[config.mk]
export PLATFORM = sky130hd
export DESIGN_NAME = tx_stream_framer_flat
export DESIGN_NICKNAME = d
export VERILOG_FILES = /design/src/rtl/tx_stream_framer_if.sv /design/src/rtl/tx_stream_framer.sv /design/src/flat_wrapper.sv
export SDC_FILE = /design/constraint.sdc
export NUM_CORES = 1
export LEC_CHECK = 0
export ABC_AREA = 1
export CORE_MARGIN = 5
export CORE_UTILIZATION = 54
export CTS_CLUSTER_DIAMETER = 40
export DETAILED_ROUTE_END_ITERATION = 16
export PLACE_DENSITY = 0.83
export SYNTH_ARGS = -nofsm -noshare
export SYNTH_HDL_FRONTEND = slang
export SYNTH_SLANG_ARGS = --single-unit
[constraint.sdc]
create_clock -name USER_CLK -period 2.8 [get_ports USER_CLK]
set_input_delay 0.28 -clock USER_CLK [delete_from_list [all_inputs] [get_ports USER_CLK]]
set_output_delay 0.28 -clock USER_CLK [all_outputs]
set_load 0.01 [all_outputs]
[src/rtl/tx_stream_framer_if.sv]
// Stream bundle for the TX framer: payload in with ready/valid, line words out.
// The framer takes the slave view; whatever feeds payload and watches the
// line takes the master view.
interface tx_stream_framer_if #(
    parameter int DATA_WIDTH = 80
);
    logic [DATA_WIDTH-1:0] DATA_IN;
    logic                  DATA_IN_VALID;
    logic                  DATA_IN_READY;
    logic [DATA_WIDTH-1:0] DATA_OUT;
    logic                  DATA_OUT_VALID;

    modport master (
        output DATA_IN,
        output DATA_IN_VALID,
        input  DATA_IN_READY,
        input  DATA_OUT,
        input  DATA_OUT_VALID
    );

    modport slave (
        input  DATA_IN,
        input  DATA_IN_VALID,
        output DATA_IN_READY,
        output DATA_OUT,
        output DATA_OUT_VALID
    );
endinterface

[src/rtl/tx_stream_framer.sv]
// TX stream framer: after START it sends a block of training words, then a
// continuous stream of payload words (fill words when no payload is offered).
// Every word passes through a bit-delay stage (0-7 bits, carrying bits over
// from the previous word) and an XOR mask; OFFSET and MASK are captured at
// START. Word generation to DATA_OUT is a fixed two-register pipeline.
module tx_stream_framer #(
    parameter int                    DATA_WIDTH    = 80,
    parameter int                    TRAIN_WORDS   = 16,
    parameter logic [DATA_WIDTH-1:0] TRAIN_PATTERN = {40{2'b10}},
    parameter logic [DATA_WIDTH-1:0] FILL_WORD     = '0
) (
    input  logic                  USER_CLK,
    input  logic                  RESET_N,
    input  logic                  START,
    input  logic                  STOP,
    input  logic [2:0]            OFFSET,
    input  logic [DATA_WIDTH-1:0] MASK,
    tx_stream_framer_if.slave     bus,
    output logic                  TRAINING,
    output logic [15:0]           PAYLOAD_CNT,
    output logic [15:0]           FILL_CNT
);

    typedef enum logic [1:0] {
        IDLE   = 2'd0,
        TRAIN  = 2'd1,
        STREAM = 2'd2
    } state_t;

    localparam int TCW = (TRAIN_WORDS > 1) ? $clog2(TRAIN_WORDS) : 1;
    localparam logic [TCW-1:0] TRAIN_LAST = TCW'((TRAIN_WORDS > 0) ? TRAIN_WORDS - 1 : 0);
    localparam int SHW = $clog2(DATA_WIDTH + 1);

    state_t                state;
    logic                  training_q;
    logic [TCW-1:0]        train_cnt;
    logic [2:0]            off_q;
    logic [DATA_WIDTH-1:0] mask_q;

    logic                  start_go;
    logic                  ready;
    logic                  accept;

    logic                  s1_valid;
    logic                  s1_fill;
    logic [DATA_WIDTH-1:0] s1_word;

    logic [DATA_WIDTH-1:0] cur_q;
    logic [DATA_WIDTH-1:0] prev_q;
    logic                  s2_valid;
    logic [SHW-1:0]        shamt;
    logic [DATA_WIDTH-1:0] shifted;

    logic [DATA_WIDTH-1:0] out_q;
    logic                  out_valid_q;
    logic [15:0]           payload_q;
    logic [15:0]           fill_q;

    // STOP beats START when both pulse together; payload is only taken in
    // STREAM and never in the cycle that is shutting the stream down.
    assign start_go = START && !STOP;
    assign ready    = (state == STREAM) && !STOP;
    assign accept   = bus.DATA_IN_VALID && ready;

    // Stage 1: pick this cycle's word from the current state.
    always_comb begin
        s1_valid = 1'b0;
        s1_fill  = 1'b0;
        s1_word  = '0;
        case (state)
            TRAIN: begin
                s1_valid = 1'b1;
                s1_word  = TRAIN_PATTERN;
            end
            STREAM: begin
                s1_valid = 1'b1;
                if (accept) begin
                    s1_word = bus.DATA_IN;
                end else begin
                    s1_word = FILL_WORD;
                    s1_fill = 1'b1;
                end
            end
            default: begin
                s1_valid = 1'b0;
            end
        endcase
    end

    // Sequencer: STOP returns to IDLE from an active state, START (re)starts
    // training and captures OFFSET/MASK, training ends after TRAIN_WORDS words.
    always_ff @(posedge USER_CLK or negedge RESET_N) begin
        if (!RESET_N) begin
            state      <= IDLE;
            training_q <= 1'b0;
            train_cnt  <= '0;
            off_q      <= '0;
            mask_q     <= '0;
        end else if (STOP && state != IDLE) begin
            state      <= IDLE;
            training_q <= 1'b0;
        end else if (start_go) begin
            off_q     <= OFFSET;
            mask_q    <= MASK;
            train_cnt <= '0;
            if (TRAIN_WORDS == 0) begin
                state      <= STREAM;
                training_q <= 1'b0;
            end else begin
                state      <= TRAIN;
                training_q <= 1'b1;
            end
        end else if (state == TRAIN) begin
            if (train_cnt == TRAIN_LAST) begin
                state      <= STREAM;
                training_q <= 1'b0;
            end else begin
                train_cnt <= train_cnt + 1'b1;
            end
        end
    end

    // Payload and fill word counters, free-running 16-bit wrap, zeroed by START.
    always_ff @(posedge USER_CLK or negedge RESET_N) begin
        if (!RESET_N) begin
            payload_q <= '0;
            fill_q    <= '0;
        end else if (start_go) begin
            payload_q <= '0;
            fill_q    <= '0;
        end else begin
            if (accept) begin
                payload_q <= payload_q + 16'd1;
            end
            if (s1_fill) begin
                fill_q <= fill_q + 16'd1;
            end
        end
    end

    // Stage 2 registers: current word plus the word before it, whose top bits
    // feed the low end of the delayed word. A fresh START forgets the history.
    always_ff @(posedge USER_CLK or negedge RESET_N) begin
        if (!RESET_N) begin
            cur_q    <= '0;
            prev_q   <= '0;
            s2_valid <= 1'b0;
        end else begin
            cur_q    <= s1_word;
            prev_q   <= start_go ? '0 : cur_q;
            s2_valid <= s1_valid;
        end
    end

    // Bit delay: shifting {cur,prev} right by (width - offset) leaves cur moved
    // up by offset bits with prev's top bits underneath; offset 0 gives cur.
    always_comb begin
        shamt   = SHW'(DATA_WIDTH) - SHW'(off_q);
        shifted = DATA_WIDTH'({cur_q, prev_q} >> shamt);
    end

    // Output register: masked line word, held at zero whenever not valid.
    always_ff @(posedge USER_CLK or negedge RESET_N) begin
        if (!RESET_N) begin
            out_q       <= '0;
            out_valid_q <= 1'b0;
        end else begin
            out_valid_q <= s2_valid;
            out_q       <= s2_valid ? (shifted ^ mask_q) : '0;
        end
    end

    assign bus.DATA_IN_READY  = ready;
    assign bus.DATA_OUT       = out_q;
    assign bus.DATA_OUT_VALID = out_valid_q;
    assign TRAINING           = training_q;
    assign PAYLOAD_CNT        = payload_q;
    assign FILL_CNT           = fill_q;

endmodule

[src/flat_wrapper.sv]
// flat-port wrapper written by rule: the top's interface ports become plain ports
module tx_stream_framer_flat 
#(
    parameter int                    DATA_WIDTH    = 80,
    parameter int                    TRAIN_WORDS   = 16,
    parameter logic [DATA_WIDTH-1:0] TRAIN_PATTERN = {40{2'b10}},
    parameter logic [DATA_WIDTH-1:0] FILL_WORD     = '0
)
  (USER_CLK, RESET_N, START, STOP, OFFSET, MASK, TRAINING, PAYLOAD_CNT, FILL_CNT, bus_DATA_IN, bus_DATA_IN_VALID, bus_DATA_IN_READY, bus_DATA_OUT, bus_DATA_OUT_VALID);
  tx_stream_framer_if #(.DATA_WIDTH(DATA_WIDTH)) bus_i ();
  input  logic USER_CLK;
  input  logic RESET_N;
  input  logic START;
  input  logic STOP;
  input  logic [2:0] OFFSET;
  input  logic [DATA_WIDTH-1:0] MASK;
  output logic TRAINING;
  output logic [15:0] PAYLOAD_CNT;
  output logic [15:0] FILL_CNT;
  input wire logic [$bits(bus_i.DATA_IN)-1:0] bus_DATA_IN;
  input wire logic [$bits(bus_i.DATA_IN_VALID)-1:0] bus_DATA_IN_VALID;
  output wire logic [$bits(bus_i.DATA_IN_READY)-1:0] bus_DATA_IN_READY;
  output wire logic [$bits(bus_i.DATA_OUT)-1:0] bus_DATA_OUT;
  output wire logic [$bits(bus_i.DATA_OUT_VALID)-1:0] bus_DATA_OUT_VALID;
  assign bus_i.DATA_IN = bus_DATA_IN;
  assign bus_i.DATA_IN_VALID = bus_DATA_IN_VALID;
  assign bus_DATA_IN_READY = bus_i.DATA_IN_READY;
  assign bus_DATA_OUT = bus_i.DATA_OUT;
  assign bus_DATA_OUT_VALID = bus_i.DATA_OUT_VALID;
  tx_stream_framer #(.DATA_WIDTH(DATA_WIDTH), .TRAIN_WORDS(TRAIN_WORDS), .TRAIN_PATTERN(TRAIN_PATTERN), .FILL_WORD(FILL_WORD)) u_core (.USER_CLK(USER_CLK), .RESET_N(RESET_N), .START(START), .STOP(STOP), .OFFSET(OFFSET), .MASK(MASK), .bus(bus_i), .TRAINING(TRAINING), .PAYLOAD_CNT(PAYLOAD_CNT), .FILL_CNT(FILL_CNT));
endmodule
==> results.py, run 1 <==
metrics = {
    "clocking": {
        "post-cts-setup-buffers": 0,
        "numCtsBuffers": 40,
        "clock_latency_ns": 0.54,
        "cts.sinks": 299,
        "cts_tree": "built",
        "h-tree-depth": 2,
        "clk_pin_slew_ns": 0.06,
        "clock_path_buffers": 3,
        "cts-root-buf": "clkbuf_16",
    },
    "yosys": {
        "yosysTopAreaCell": "dfrtp_1",
        "synth_area_leaders": "dfrtp_1, nand3_1, nand2_1",
        "yosysTopAreaCellShare": 0.4434,
        "yosys_warnings": 0,
        "synth_area_per_cell_um2": 7.085,
        "yosys-top-cells-count": "nand3_1, nand2_1, dfrtp_1",
        "syn_nets": 2558,
        "synth_area_um2": 16880,
        "ys_seq_elements": 299,
        "synth-edff-count": 0,
        "yosysMostFrequentCell": "nand3_1",
        "syn_inst": 2382,
        "yosysUniqueCellTypes": 28,
        "synthArstFlopShare": 1.000,
        "synth_ff_type": "dfrtp_1",
        "seq_area_frac_synth": 0.4434,
    },
    "finish": {
        "fillers": 2512,
        "utilization": 0.6966,
        "antenna_cells": 0,
        "drive_gt1_frac": 0.04644,
        "synthToLayoutAreaGrowth_pct": 26.92,
        "fin_nets": 2772,
    },
    "power_and_ir_drop": {
        "power_frac_seq": 0.311,
        "power_frac_clock": 0.263,
        "power_frac_comb": 0.425,
        "p_leak_nw": 10.17,
        "powerDensity_nw_per_um2": 914.6,
        "switching_share": 0.4102,
        "p_switching_w": 0.008037,
        "p_int_w": 0.01155,
        "peakVddDrop_v": 0.0005237,
    },
    "sta": {
        "drv_slew": 0,
        "worst_pin_slew_ns": 0.7997,
        "period_minus_slack_ns": 2.427,
        "rsz0062_at_grt": "no",
        "hold_viol": 0,
        "fmax_mhz": 412.1,
        "setup_viol": 0,
        "final.period_utilization": 0.8667,
        "finalSetupTns_ns": 0,
        "fin_skew_ns": 0.01465,
        "slew_headroom": 0.4669,
    },
    "placed_design": {
        "gp_congestion": 1.048,
        "place_hpwl_um": 45020,
        "numPortBuffers": 282,
    },
    "global_routing": {
        "grt_max_degree": 99,
        "track_usage": 0.3440,
        "grt_pass1_wl_um": 96960,
        "antenna_found_initial": 0,
        "grt_overflow": 0,
        "grt_pass1_vias": 17308,
    },
    "run_status": {
        "outcome": "finished clean",
    },
    "drt": {
        "routed_wirelength_um": 61930,
        "drtIter0Drc": 2349,
        "firstDrtPassIters": 6,
        "routed_via_density": 6.040,
        "remaining_drc_errors": 0,
        "ant_nets": 0,
        "wl_per_cell_um": 20.48,
        "num_vias": 18259,
    },
    "worst_setup_path": {
        "start_kind": "flip-flop",
        "crit_path_frequent_cell": "nand3_1",
        "worstSetupEndpointType": "flip-flop",
        "worstPathArrival_ns": 2.85,
        "required_ns": 3.23,
        "cp_top_family": "simple AND/OR/NAND/NOR gates",
        "cp_slowest_cell": "dfrtp_2",
        "cp_num_buf_inv": 3,
        "critPathMaxStageDelay_ns": 0.44,
        "path_class": "flip-flop to flip-flop",
        "cp_cell_sequence": "inv_2, ha_2, inv_2, buf_12, nand3_1, nand3_1, nand3_1, nand3_1, nand3_1, nand2_1, nor2_1",
        "cp_max_fo": 96,
    },
    "die": {
        "core_um2": 30750,
        "start_util": 0.5488,
        "io_pins": 283,
        "design.die.area_um2": 34890,
        "die_h_um": 186.8,
        "rows": 64,
        "die_w_um": 186.8,
    },
    "hold_path": {
        "hold_path_class": "input port to flip-flop",
    },
    "run": {
        "max_cap_violations": 0,
    },
}
[state kept, by name, indices dropped and copies added, names as in the netlist, 3 cells and up]
name / cells
u_core.off_q: 3
u_core.cur_q: 80
u_core.mask_q: 80
u_core.train_cnt: 4
u_core.PAYLOAD_CNT: 16
u_core.FILL_CNT: 16
u_core.bus.DATA_OUT: 80
u_core.prev_q: 16
[worst paths after layout]
kind                                              from                           endpoint  slack (ns)  cells past startpoint
setup / recovery           u_core.off_q[0]$_DFFE_PN0P_   u_core.bus.DATA_OUT[9]$_DFF_PN0_        0.37                     11
hold / removal                         bus_DATA_IN[72]         u_core.cur_q[72]$_DFF_PN0_        0.26                      3
setup reg to reg           u_core.off_q[0]$_DFFE_PN0P_   u_core.bus.DATA_OUT[9]$_DFF_PN0_        0.37                     11
hold reg to reg             u_core.cur_q[67]$_DFF_PN0_        u_core.prev_q[67]$_DFF_PN0_        0.52                      2
max in group asynchronous                      RESET_N  u_core.bus.DATA_OUT[29]$_DFF_PN0_        1.56                      3
min in group asynchronous                      RESET_N     u_core.FILL_CNT[8]$_DFFE_PN0P_        0.34                      2
[stage by stage]
stage               cell area, um^2  instances  power (W)  hold WS [ns]  setup slack (ns)
floorplan                     16880       2382    0.01074      -0.01559            0.2523
global placement              20050       2949    0.01418        0.3329            0.4901
detailed placement            20050       2949    0.01428        0.3336            0.4617
CTS                           21420       3023    0.01949        0.2460            0.4113
global route                  21420       3023    0.02066        0.2653            0.2560
finish                        21420       3023    0.01959        0.2586            0.3732
[power by group through the flow]
stage          Combinational, W  Sequential (W)  Clock [W]
4_1_cts                 0.00821         0.00607    0.00521
3_5_place_dp            0.00815         0.00613          0
6_report                0.00833         0.00610    0.00516
3_3_place_gp            0.00804         0.00613          0
5_1_grt                 0.00907         0.00619    0.00541
2_1_floorplan           0.00460         0.00615          0
[area by class of cell]
cell class	instances	area (um^2)	area share
Multi-Input combinational cell	1744	8055	0.3761
Sequential cell	299	7485	0.3494
Inverter	191	719.4	0.03359
Clock buffer	48	1061	0.04954
Clock inverter	25	300.3	0.01402
Timing Repair Buffer	320	3303	0.1542
Tap cell	396	495.5	0.02313
[layer usage]
metal	up-vias	wire length (um)	track usage
li1	8432	-	-
met1	8567	24640	0.4601
met2	1060	28580	0.5491
met3	200	5478	0.06596
met4	0	3223	0.1533
met5	-	0	0
[cells in the final DEF, fill, tap and decap left out, types with 3 or more instances in the layout]
cell             netlist  layout
nand3_1              827     827
nand2_1              492     492
dfrtp_1              299     297
clkdlybuf4s50_1        0     281
inv_1                186     184
nor2_1               160     160
o21ai_0              110     110
a21oi_1               96      96
clkbuf_16              0      40
buf_4                  5      22
nand4_1               20      20
buf_12                 0      15
nor3_1                14      14
inv_2                  5       6
ha_1                   8       6
clkbuf_1              74       5
clkinv_2               0       5
inv_6                  0       4
clkinvlp_4             0       4
xor2_1                 3       3
clkinv_8               0       3
clkbuf_8               0       3
inv_8                  0       3
bufinv_16              0       3
[worst register-to-register path, cell delays in order, from the launching register on]
cell	delay [ns]
dfrtp_2	0.44
inv_2	0.09
ha_2	0.31
inv_2	0.08
buf_12	0.37
nand3_1	0.25
nand3_1	0.14
nand3_1	0.17
nand3_1	0.25
nand3_1	0.11
nand2_1	0.06
nor2_1	0.05
[cell families (layout without fill, tap and decap cells)]
group | count (synthesis) | count (layout) | synth area share
adders and majority gates | 8 | 8 | 0.005931
and+or+nand+nor | 1519 | 1519 | 0.4047
buffers and inverters | 339 | 584 | 0.07963
AOI/OAI and AO/OA | 214 | 214 | 0.06480
xor gates and xnor gates | 3 | 3 | 0.001557
DFF | 299 | 299 | 0.4434
[repair_timing]
action	4_1_cts	5_1_grt
hold buffers	1	0
resized for setup	0	0
endpoints found under the hold margin	83	0
Power figures use the tool's default switching activity.
==> inputs of run 2 (changes only) <==
--- a/config.mk
+++ b/config.mk
@@ -10,7 +10,7 @@
 export CORE_UTILIZATION = 54
 export CTS_CLUSTER_DIAMETER = 40
 export DETAILED_ROUTE_END_ITERATION = 16
-export PLACE_DENSITY = 0.83
+export PLACE_DENSITY = 0.85
 export SYNTH_ARGS = -nofsm -noshare
 export SYNTH_HDL_FRONTEND = slang
 export SYNTH_SLANG_ARGS = --single-unit
==> run 2 against run 1 <==
Combinational power is essentially flat. Flip-flop and latch count is the same. Non-clock buffer count grew 2. First-iteration DRC count grew 13%. Worst hold slack lost 0.0032 ns. Critical path depth shrank 1. Global-route usage shrank 0.50 points. Final cell count grew 0.20%. Core utilization grew 0.15 points. Count of clock-buffer cells in the layout shrank 1. Total power shrank 0.33%.
==> results.py, run 2 (same netlist as run 1, synthesis figures left out) <==
metrics = {
    "sta": {
        "worst_pin_slew_ns": 0.7945,
        "rsz0062_at_grt": "no",
        "period_minus_slack_ns": 2.645,
        "finalSetupTns_ns": 0,
        "hold_viol": 0,
        "drv_slew": 0,
        "setup_viol": 0,
        "fmax_mhz": 378.0,
        "slew_headroom": 0.4704,
        "fin_skew_ns": 0.009510,
        "holdWs_ns": 0.2554,
        "final.period_utilization": 0.9448,
    },
    "clocking": {
        "numCtsBuffers": 41,
        "cts.sinks": 299,
        "clk_pin_slew_ns": 0.06,
        "cts-root-buf": "clkbuf_16",
        "clock_latency_ns": 0.54,
        "h-tree-depth": 2,
        "post-cts-setup-buffers": 0,
        "clock_path_buffers": 3,
        "cts_tree": "built",
    },
    "run": {
        "max_cap_violations": 0,
    },
    "drt": {
        "routed_wirelength_um": 61100,
        "drtIter0Drc": 2649,
        "remaining_drc_errors": 0,
        "num_vias": 18437,
        "ant_nets": 0,
        "wl_per_cell_um": 20.17,
        "routed_via_density": 6.087,
        "firstDrtPassIters": 6,
    },
    "placed_design": {
        "numPortBuffers": 282,
        "place_hpwl_um": 43950,
        "dp.cells": 2951,
        "gp_congestion": 0.9940,
    },
    "worst_setup_path": {
        "crit_path_frequent_cell": "nand3_1",
        "critPathMaxStageDelay_ns": 0.44,
        "reg2reg_depth": 10,
        "start_kind": "flip-flop",
        "worstPathArrival_ns": 3.06,
        "r2r_end": "u_core.bus.DATA_OUT[9]$_DFF_PN0_",
        "cp_max_fo": 44,
        "cp_cell_sequence": "inv_2, ha_2, ha_2, inv_2, buf_4, nand3_1, nand3_1, nand3_1, a21oi_1, nor2_1",
        "worstSetupEndpointType": "flip-flop",
        "path_class": "flip-flop to flip-flop",
        "r2r_slack_ns": 0.15,
        "cp_slowest_cell": "buf_4",
        "reg2reg_from": "u_core.off_q[0]$_DFFE_PN0P_",
        "required_ns": 3.22,
    },
    "die": {
        "design.die.area_um2": 34890,
        "rows": 64,
        "die_w_um": 186.8,
        "die_h_um": 186.8,
        "core_um2": 30750,
        "io_pins": 283,
        "start_util": 0.5488,
    },
    "finish": {
        "synthToLayoutAreaGrowth_pct": 27.19,
        "fin_nets": 2775,
        "final_common_cell": "nand3_1",
        "drive_gt1_frac": 0.04825,
        "utilization": 0.6981,
        "fin_cells": 3029,
        "final_cell_mix": "nand3_1, nand2_1, dfrtp_1",
    },
    "global_routing": {
        "grt_overflow": 0,
        "grtUsageMet2": 0.5338,
        "track_usage": 0.3390,
        "busiest_layer": "met2",
        "grt_util_met1": 0.4590,
        "grt_max_degree": 103,
        "grt_pass1_wl_um": 96430,
        "grt_pass1_vias": 17507,
        "antenna_found_initial": 2,
        "grt_util_met3": 0.07138,
    },
    "hold_path": {
        "holdPathStages": 3,
        "worstHoldEndpoint": "u_core.cur_q[48]$_DFF_PN0_",
        "hold_path_class": "input port to flip-flop",
        "hp-start": "bus_DATA_IN[48]",
    },
    "power_and_ir_drop": {
        "p_leak_nw": 10.19,
        "peakVddDrop_v": 0.0005287,
        "powerDensity_nw_per_um2": 909.6,
    },
    "run_status": {
        "outcome": "finished clean",
    },
}
## run 2: changes by cell type in the layout (fill, tap and decap cells not counted), moves of 2 or more
cell | before | now
inv_6 | 4 | 6
clkinv_2 | 5 | 3
clkinv_4 | 2 | 5
clkbuf_8 | 3 | 1
## run 2: worst max path at each step
| stage | startpoint | to | slack (ns) | depth (start not counted) |
|---|---|---|---|---|
| finish | u_core.off_q[0]$_DFFE_PN0P_ | u_core.bus.DATA_OUT[9]$_DFF_PN0_ | 0.15 | 10 |
| global route | u_core.off_q[1]$_DFFE_PN0P_ | u_core.bus.DATA_OUT[9]$_DFF_PN0_ | 0.05 | 11 |
| CTS | u_core.off_q[0]$_DFFE_PN0P_ | u_core.bus.DATA_OUT[9]$_DFF_PN0_ | 0.24 | 10 |
| detailed placement | u_core.off_q[0]$_DFFE_PN0P_ | u_core.bus.DATA_OUT[9]$_DFF_PN0_ | 0.27 | 10 |
| global placement | u_core.off_q[0]$_DFFE_PN0P_ | u_core.bus.DATA_OUT[9]$_DFF_PN0_ | 0.31 | 10 |
| floorplan | u_core.off_q[0]$_DFFE_PN0P_ | u_core.bus.DATA_OUT[5]$_DFF_PN0_ | 0.25 | 14 |
## run 2: final cells by class
| cell class | instances | area [um^2] |
|---|---|---|
| diodes | 1 | 2.502 |
| clock buffers | 47 | 1059 |
| clock inverters | 29 | 319.1 |
| fillers | 2485 | 9284 |
| inverters | 191 | 719.4 |
| multi-input cells | 1744 | 8055 |
| flip-flops and latches | 299 | 7485 |
| well taps | 396 | 495.5 |
| repair buffers | 322 | 3331 |
## run 2: timing repair
item                                    CTS  global route
endpoints found under the hold margin    92             0
endpoints found under the setup margin    0             0
gates resized for setup                   0             0
hold buffers                              1             0
## run 2: metrics by stage
stage	setup slack, ns	total power (W)	cell area (um^2)
floorplan	0.2523	0.01074	16880
global placement	0.3136	0.01409	20080
detailed placement	0.2678	0.01419	20080
CTS	0.2414	0.01941	21460
global route	0.05132	0.02060	21470
finish	0.1546	0.01953	21470
## run 2: per-layer routing
| layer | share of wire | up-vias | wire (um) |
|---|---|---|---|
| met3 | 0.10 | 219 | 6293 |
| met5 | 0.00011 | - | 7 |
| met4 | 0.050 | 2 | 3037 |
| met1 | 0.39 | 8611 | 24120 |
| met2 | 0.45 | 1167 | 27640 |
| li1 | - | 8438 | - |
## run 2: critical path: cells and delay by family (launching register included)
| kind | cells | cell delay, ns |
|---|---|---|
| buf+inv | 3 | 0.67 |
| flops | 1 | 0.42 |
| fa+ha+maj | 2 | 0.46 |
| simple gates | 4 | 0.72 |
| compound gates | 1 | 0.23 |
## run 2: power breakdown
| part | total (W) | switching (W) | internal [W] |
|---|---|---|---|
| Sequential | 0.00603 | 0.000626 | 0.00540 |
| Clock | 0.00515 | 0.00214 | 0.00301 |
| Combinational | 0.00835 | 0.00525 | 0.00309 |
| Total | 0.0195 | 0.00802 | 0.0115 |
